<file path="config.mk">
export PLATFORM = sky130hd
export DESIGN_NAME = pp_row_accumulator
export DESIGN_NICKNAME = d
export VERILOG_FILES = /design/src/rtl/pp_row_accumulator_pkg.sv /design/src/rtl/pp_row_accumulator_csa.sv /design/src/rtl/pp_row_accumulator.sv
export SDC_FILE = /design/constraint.sdc
export NUM_CORES = 1
export LEC_CHECK = 0
export BUFFER_PORTS_ARGS = -buffer_cell sky130_fd_sc_hd__clkbuf_2
export CAP_MARGIN = 20
export CORE_ASPECT_RATIO = 1.4
export CORE_MARGIN = 2
export CORE_UTILIZATION = 60
export CTS_BUF_LIST = sky130_fd_sc_hd__clkbuf_4 sky130_fd_sc_hd__clkbuf_8 sky130_fd_sc_hd__clkbuf_16
export DETAILED_ROUTE_END_ITERATION = 8
export PLACE_DENSITY = 0.84
export SLEW_MARGIN = 25
export SYNTH_ARGS = -nofsm -noshare
export SYNTH_HDL_FRONTEND = slang
export SYNTH_SLANG_ARGS = --single-unit
</file>
<file path="constraint.sdc">
create_clock -name clk -period 5.2 [get_ports clk]
set_input_delay 1.04 -clock clk [delete_from_list [all_inputs] [get_ports clk]]
set_output_delay 1.04 -clock clk [all_outputs]
set_load 0.005 [all_outputs]
</file>
<file path="src/rtl/pp_row_accumulator_pkg.sv">
// Shared definitions for the approximate 16x16 multiplier's row accumulation stage:
// geometry, FSM state encoding and the row-packing helper.
package pp_row_accumulator_pkg;

   localparam int PP_ROWS = 8;
   localparam int PP_W    = 32;

   typedef enum logic [1:0] {
      ST_IDLE  = 2'd0,
      ST_ACCUM = 2'd1,
      ST_FINAL = 2'd2,
      ST_DONE  = 2'd3
   } acc_state_t;

   typedef logic [PP_ROWS-1:0][PP_W-1:0] row_set_t;

   // Row i lands at bit offset i*PP_W of the flat bus.
   function automatic logic [PP_ROWS*PP_W-1:0] pack_rows(input row_set_t rows);
      logic [PP_ROWS*PP_W-1:0] flat_s;
      flat_s = '0;
      for (int i = 0; i < PP_ROWS; i++) begin
         flat_s[i*PP_W +: PP_W] = rows[i];
      end
      return flat_s;
   endfunction

endpackage

</file>
<file path="src/rtl/pp_row_accumulator_csa.sv">
// W-bit 3:2 carry-save row compressor; the carry vector comes out already shifted
// one column left, and the carry from the top column is dropped.
module csa_row_3to2 #(
   parameter int W = 32
) (
   input  logic [W-1:0] a,
   input  logic [W-1:0] b,
   input  logic [W-1:0] c,
   output logic [W-1:0] sum,
   output logic [W-1:0] carry
);

   logic [W-1:0] maj_s;

   // Bitwise full-adder sum and majority.
   always_comb begin
      maj_s = (a & b) | (a & c) | (b & c);
      sum   = a ^ b ^ c;
      carry = {maj_s[W-2:0], 1'b0};
   end

endmodule

</file>
<file path="src/rtl/pp_row_accumulator.sv">
// Sequential accumulator: absorbs one partial-product row per cycle into a carry-save
// pair, then resolves it with a single carry-propagate add.
module pp_row_accumulator
   import pp_row_accumulator_pkg::*;
#(
   parameter int ROWS = PP_ROWS,
   parameter int W    = PP_W
) (
   input  logic            clk,
   input  logic            rst_n,
   input  logic            in_valid,
   output logic            in_ready,
   input  logic [ROWS*W-1:0] in_rows,
   output logic            out_valid,
   input  logic            out_ready,
   output logic [W-1:0]    out_data,
   output logic            busy
);

   localparam int IDX_W = (ROWS > 1) ? $clog2(ROWS) : 1;

   acc_state_t        state_r;
   acc_state_t        state_s;
   logic [IDX_W-1:0]  idx_r;
   logic [ROWS*W-1:0] row_buf_r;
   logic [W-1:0]      sum_r;
   logic [W-1:0]      carry_r;
   logic [W-1:0]      row_sel_s;
   logic [W-1:0]      csa_sum_s;
   logic [W-1:0]      csa_carry_s;
   logic              accept_s;
   logic              in_ready_r;
   logic              out_valid_r;
   logic              busy_r;
   logic [W-1:0]      out_data_r;

   assign in_ready  = in_ready_r;
   assign out_valid = out_valid_r;
   assign busy      = busy_r;
   assign out_data  = out_data_r;

   assign accept_s  = in_valid & in_ready_r;
   assign row_sel_s = row_buf_r[idx_r*W +: W];

   csa_row_3to2 #(.W(W)) u_csa (
      .a     (sum_r),
      .b     (carry_r),
      .c     (row_sel_s),
      .sum   (csa_sum_s),
      .carry (csa_carry_s)
   );

   // Next-state decode.
   always_comb begin
      state_s = state_r;
      case (state_r)
         ST_IDLE: begin
            if (accept_s) state_s = ST_ACCUM;
            else          state_s = ST_IDLE;
         end
         ST_ACCUM: begin
            if (idx_r == IDX_W'(ROWS - 1)) state_s = ST_FINAL;
            else                           state_s = ST_ACCUM;
         end
         ST_FINAL: state_s = ST_DONE;
         ST_DONE: begin
            if (out_ready) state_s = ST_IDLE;
            else           state_s = ST_DONE;
         end
         default: state_s = ST_IDLE;
      endcase
   end

   // State register and handshake/status flags, decoded from the next state so
   // they are registered yet change on the same edge as the state.
   always_ff @(posedge clk or negedge rst_n) begin
      if (!rst_n) begin
         state_r     <= ST_IDLE;
         in_ready_r  <= 1'b0;
         out_valid_r <= 1'b0;
         busy_r      <= 1'b0;
      end else begin
         state_r     <= state_s;
         in_ready_r  <= (state_s == ST_IDLE);
         out_valid_r <= (state_s == ST_DONE);
         busy_r      <= (state_s == ST_ACCUM) || (state_s == ST_FINAL);
      end
   end

   // Row buffer, carry-save pair, row index and result register.
   always_ff @(posedge clk or negedge rst_n) begin
      if (!rst_n) begin
         row_buf_r  <= '0;
         sum_r      <= '0;
         carry_r    <= '0;
         idx_r      <= '0;
         out_data_r <= '0;
      end else begin
         case (state_r)
            ST_IDLE: begin
               if (accept_s) begin
                  row_buf_r <= in_rows;
                  sum_r     <= '0;
                  carry_r   <= '0;
                  idx_r     <= '0;
               end
            end
            ST_ACCUM: begin
               sum_r   <= csa_sum_s;
               carry_r <= csa_carry_s;
               idx_r   <= idx_r + IDX_W'(1);
            end
            ST_FINAL: out_data_r <= sum_r + carry_r;
            ST_DONE:  out_data_r <= out_data_r;
            default:  idx_r      <= '0;
         endcase
      end
   end

endmodule

</file>
==> flow_metrics.tcl, run 1 <==
set metrics [dict create \
    hpwl_mm 30.82 \
    postCtsSetupBuffers 0 \
    clkSinkCount 359 \
    power.density_mw_per_mm2 689.0 \
    layout_setup_ws_ns 2.126 \
    setup_viol 0 \
    ant_nets 0 \
    irDropWorstVdd_mv 0.3991 \
    cts.path.max_buffers 3 \
    die_h_um 205.9 \
    status "finished, final reports clean" \
    numCtsBuffers 34 \
    cts_resized 0 \
    max_cap_violations 0 \
    synth-edff-count 0 \
    path_cells "buf_4, mux4_2, mux2_2, fa_1, a22o_1" \
    final-seq-area_sq_mm 0.008990 \
    slowest_stage "dfrtp_4" \
    grt_max_degree 173 \
    ios 295 \
    drc 0 \
    floorplan.rows 73 \
    synth_ff_type "dfrtp_1" \
    hold_viol_final 0 \
    slowest_delay_ns 1.02 \
    grt_first_pass_wirelength_mm 68.48 \
    root_buffer "clkbuf_16" \
    yosysTopAreaCellShare_pct 51.44 \
    placed_area_sq_mm 0.01924 \
    synth_area_leader_cell "dfrtp_1" \
    fin_crit_sh_pct 59.12 \
    clk_latency_ns 0.52 \
    slew_viol_final 0 \
    routed_via_density 6.120 \
    first_pass_iters 6 \
    synth_cell_types 64 \
    fp.dieW_um 148.2 \
    ys_top_cells_by_area "dfrtp_1, mux2_2, mux4_2" \
    initial_utilization_pct 61.28 \
    ys_seq_elements 359 \
    startpoint_type "flip-flop" \
    antenna_found_initial 17 \
    p_leak_nw 9.217 \
    gp_congestion 0.8954 \
    initialDrtViolationCount 798 \
    synth_cells 1238 \
    cts.htree.levels 2 \
    rsz0062_at_grt "no" \
    yosysWarnings 0 \
    synth_most_common_cell "dfrtp_1" \
    syn_to_final_growth_pct 16.99 \
    clkTransAtPathRegs_ns 0.07 \
    core-area_sq_mm 0.02850 \
    finalClockSkew_ns 0.01305 \
    grt_overflow 0 \
    final_area_sq_mm 0.02043 \
    worst_slew_pin_slew_ns 1.067 \
    crit_type "reg -> reg" \
    cp_top_family "flip-flops" \
    cts_tree "done" \
    vias 11738 \
    routed_wl_mm 43.66 \
    critPathMaxFanout 45 \
    grt_pass1_vias 12425 \
    path_buf_inv 1 \
    drive_above_1_share_pct 48.23 \
    worstSetupEndpointType "flip-flop" \
    fin_setup_tns_ns 0 \
    wire_per_inst_um 22.76 \
    synth_commonest_cells "dfrtp_1, mux2_2, nand2_1, a22o_1, mux4_2" \
    grt_usage_pct 29.24 \
    hp-class "in -> async" \
    fillers 1882 \
    preCtsSetupSlack_ns 2.076 \
    multi_input_area_sq_mm 0.008134 \
    num-nets-final 1828 \
    port_buffers 294 \
    syn_area_per_cell_sq_um 14.11 \
    synth.yosys.seq_area_share_pct 51.44 \
    slew_headroom_pct 28.87 \
    hold_buffers 0 \
    async_reset_ff_share_pct 100.0 \
    syn_nets 1563 \
    period_minus_slack_ns 3.074 \
    syn_area_sq_mm 0.01746 \
    die-area_sq_mm 0.03051 \
    cp.arrival_ns 3.47 \
    required_ns 5.60 \
    max_freq_mhz 325.3 \
]
[cell families after synthesis]
logic type / Yosys count / synth area share, %
buf+inv: 85 / 2.071
simple gates: 163 / 4.535
flops: 359 / 51.44
fa+ha+maj: 65 / 5.989
compound gates: 200 / 8.440
xor+xnor: 13 / 0.6520
mux: 353 / 26.87
[final cells by class]
type	instances	share of cell area [%]
diodes	19	0.2327
clock buffers	47	4.911
clock inverters	10	0.6675
inverters	8	0.1470
multi-input cells	794	39.81
flip-flops and latches	359	44.00
well taps	375	2.296
repair buffers	306	7.936
[power breakdown]
group	total, W	internal (W)	switching, W
clock	0.00254	0.00150	0.00104
combinational	0.00616	0.00339	0.00277
sequential	0.00537	0.00420	0.00118
[path summary, 6_finish.rpt]
check / start / endpoint / slack [ns] / cells past startpoint
min in group clk: out_data[0] / out_data[0] / 0.48 / 2
worst min-delay path: rst_n / row_buf_r[27] / 0.47 / 1
worst max-delay path: idx_r[0] / sum_r[25] / 2.13 / 5
worst max register to register: idx_r[0] / sum_r[25] / 2.13 / 5
max in group asynchronous: rst_n / out_data[2] / 3.50 / 2
worst min register to register: out_data[0] / out_data[0] / 0.48 / 2
[routing by layer]
metal	wire length, um	vias to the layer above	global-route usage [%]
met2	21450	496	47.26
met3	2854	121	5.166
met5	0	-	0
met4	2264	0	14.42
met1	17090	5945	38.69
li1	-	5176	-
[state kept, by name (all words and copies together) (netlist names)]
| name | count |
|---|---|
| in_ready | 1 |
| busy | 1 |
| out_data | 32 |
| row_buf_r | 256 |
| state_r | 2 |
| out_valid | 1 |
| sum_r | 32 |
| idx_r | 3 |
| carry_r | 31 |
[cells in the final DEF (no fill, tap or decap), types with 4 or more instances in the layout]
cell type	instances
o31ai_1	10
or4_1	5
clkbuf_8	6
nor2_1	19
mux2_2	287
clkbuf_4	6
buf_4	8
diode_2	19
mux4_2	64
a21o_1	5
xnor2_1	6
nand4_1	7
o2111ai_1	4
o211ai_1	5
fa_1	31
a22o_1	64
o21ai_0	31
or3_1	4
nand3_1	17
inv_1	8
clkbuf_16	35
nor3_1	22
xor2_1	7
ha_1	34
a21oi_1	38
nand2_1	65
dfrtp_1	356
clkbuf_2	293
a31oi_1	4
o21a_1	9
buf_12	4
[worst register-to-register path: cells and delay by family, from the launching register on]
family	cells	cell delay, ns
AO/OA/AOI/OAI	1	0.22
adder cells (fa/ha/maj)	1	0.44
buffers and inverters	1	0.43
flip-flops	1	1.02
multiplexers	2	0.85
[per-stage QoR]
| step | hold slack (ns) | utilization (%) | total power [W] | std cells |
|---|---|---|---|---|
| after floorplan | 0.4683 | - | 0.009687 | 1238 |
| after global placement | 0.4607 | 67.53 | 0.01107 | 1842 |
| after detailed placement | 0.4654 | 67.53 | 0.01143 | 1842 |
| after CTS | 0.4793 | 71.53 | 0.01407 | 1899 |
| after global routing | 0.5072 | 71.69 | 0.01497 | 1917 |
| final | 0.4749 | 71.70 | 0.01408 | 1918 |
Power figures use the tool's default switching activity.
==> run 2, diff against run 1 <==
Settings changed: CORE_UTILIZATION 60 to 51, PLACE_DENSITY 0.84 to 0.76.
Clock period 5.2 ns to 2.6 ns, I/O delays scaled along.
==> run 2 against run 1 <==
  * Clock skew grew 0.0028 ns
  * First-iteration DRC count down 23%
  * Clock power grew 96%
  * Worst setup slack worse by 2.0 ns
  * Global-route usage fell by 4.8 points
  * Utilization shrank 10 points
  * Design area is 2.1% higher
  * Die area up 17%
==> flow_metrics.tcl, run 2 (synthesis gave the netlist of run 1 again) <==
set metrics [dict create \
    status "finished, final reports clean" \
    p_leak_nw 9.399 \
    power.clock.fraction_pct 17.6 \
    initial_utilization_pct 51.47 \
    ff2ff_setup_slack_ns 0.12 \
    fin_crit_sh_pct 95.52 \
    die-area_sq_mm 0.03576 \
    gp_congestion 0.8908 \
    power.density_mw_per_mm2 1354 \
    final-seq-area_sq_mm 0.008991 \
    required_ns 3.00 \
    syn_to_final_growth_pct 19.49 \
    ant_nets 0 \
    hold_viol_final 0 \
    reg2reg_depth 10 \
    pwr-share-comb_pct 46.4 \
    p_seq_share_pct 35.9 \
    die_h_um 223.0 \
    route.met2.wl_mm 21.07 \
    num-nets-final 1858 \
    initialDrtViolationCount 612 \
    top_register "row_buf_r" \
    crit_type "reg -> reg" \
    wl_met1_mm 17.33 \
    grt_usage_pct 24.44 \
    hp-start "in_rows[8]" \
    switching_share_pct 35.07 \
    hold_depth 2 \
    clkTransAtPathRegs_ns 0.06 \
    reg2reg_to "out_data[31]" \
    floorplan.rows 80 \
    fin_setup_tns_ns 0 \
    root_buffer "clkbuf_16" \
    setup_viol 0 \
    clk_latency_ns 0.52 \
    critPathMaxFanout 4 \
    finalClockSkew_ns 0.01584 \
    clkSinkCount 359 \
    top_layer "met5" \
    p_int_w 0.01835 \
    startpoint_type "flip-flop" \
    antenna_found_initial 14 \
    routed-wl-met3_mm 2.847 \
    cp.arrival_ns 2.89 \
    fillers 2656 \
    final_common_cell "dfrtp_1" \
    largest_reg_flops 256 \
    slew_headroom_pct 51.12 \
    cts.path.max_buffers 3 \
    worstSetupEndpointType "flip-flop" \
    ios 295 \
    cts.htree.levels 2 \
    rsz0062_at_grt "no" \
    max_cap_violations 0 \
    port_buffers 294 \
    grt_first_pass_wirelength_mm 68.27 \
    routed_via_density 5.729 \
    layout_common_cells "dfrtp_1, clkbuf_2, mux2_2" \
    r2r_start "sum_r[1]" \
    drc 0 \
    multi_input_area_sq_mm 0.008169 \
    hpwl_mm 31.18 \
    grt_max_degree 74 \
    numCtsBuffers 36 \
    max_freq_mhz 402.6 \
    period_minus_slack_ns 2.484 \
    fp.dieW_um 160.4 \
    min_to "row_buf_r[8]" \
    cts_tree "done" \
    irDropWorstVdd_mv 0.7051 \
    wire_per_inst_um 21.24 \
    vias 11556 \
    routed_wl_mm 42.85 \
    first_pass_iters 4 \
    grt_pass1_vias 12552 \
    worst_slew_pin_slew_ns 0.7331 \
    layout.cells.non_filler 2017 \
    slew_viol_final 0 \
    hp-class "in -> reg" \
    drive_above_1_share_pct 49.49 \
    core-area_sq_mm 0.03393 \
    grt_overflow 0 \
    p_switching_w 0.009910 \
    placed_cells 1942 \
]
==> run 2: cell types whose count changed in the layout (fill, tap and decap cells not counted), moves of 2 or more <==
| cell | delta |
|---|---|
| a21oi_2 | +2 |
| diode_2 | -7 |
| a21oi_1 | -2 |
| clkbuf_16 | +2 |
| buf_4 | +17 |
| bufinv_16 | -3 |
| buf_12 | +10 |
| dfrtp_2 | -2 |
| clkbuf_4 | +5 |
==> run 2: what timing repair did <==
item | in CTS | in global routing
hold buffers | 1 | 0
setup endpoints to repair | 0 | 6
endpoints found under the hold margin | 16 | 0
gates resized for setup | 0 | 8
buffers inserted | 0 | 3
==> run 2: worst max-delay path: stages (launching register included) <==
cell and delay (ns):
dfrtp_1 0.35, ha_2 0.18, inv_1 0.05, fa_2 0.35, nand2b_4 0.16, a21oi_2 0.12
buf_4 0.15, o211ai_1 0.12, a2111o_1 0.48, a211o_1 0.28, o211a_1 0.12
==> run 2: area by class of cell <==
type | count | area share (%)
antenna | 12 | 0.1439
inverter | 8 | 0.1439
sequential | 359 | 43.08
clock inverter | 5 | 0.1619
clock buffer | 54 | 5.228
tap | 451 | 2.704
timing repair buffer | 334 | 9.389
multi-input combinational | 794 | 39.14
==> run 2: worst max-delay path by stage <==
stage	slack (ns)	to	start	cells past startpoint
2_1_floorplan	0.11	sum_r[10]	idx_r[0]	6
3_3_place_gp	0.12	out_data[23]	sum_r[1]	10
3_5_place_dp	0.09	out_data[23]	carry_r[1]	10
4_1_cts	0.04	out_data[23]	carry_r[1]	10
5_1_grt	0.005	out_data[31]	sum_r[1]	10
6_report	0.12	out_data[31]	sum_r[1]	10
==> run 2: metal layers <==
layer  up-vias  global-route usage [%]
met1      5890                   31.31
met5         -                       0
met3        87                   6.247
met2       337                   39.79
li1       5236                       -
met4         6                   10.26
==> run 2: power groups by stage <==
stage	Clock, W	Sequential, W	Combinational (W)
after floorplan	0	0.00964	0.00973
after CTS	0.00510	0.0102	0.0131
final	0.00499	0.0102	0.0131
after detailed placement	0	0.0102	0.0130
after global placement	0	0.0100	0.0126
after global routing	0.00532	0.0105	0.0144
==> run 2: through the flow <==
| stage | setup WS, ns | util [%] | power, W | area, sq um | hold WS (ns) |
|---|---|---|---|---|---|
| 2_1_floorplan | 0.1126 | - | 0.01937 | 17460 | 0.2244 |
| 3_3_place_gp | 0.1238 | 57.90 | 0.02262 | 19650 | 0.4649 |
| 3_5_place_dp | 0.09222 | 57.90 | 0.02322 | 19650 | 0.4653 |
| 4_1_cts | 0.03532 | 61.24 | 0.02834 | 20780 | 0.2066 |
| 5_1_grt | 0.005161 | 61.50 | 0.03024 | 20870 | 0.2114 |
| 6_report | 0.1164 | 61.50 | 0.02826 | 20870 | 0.2270 |
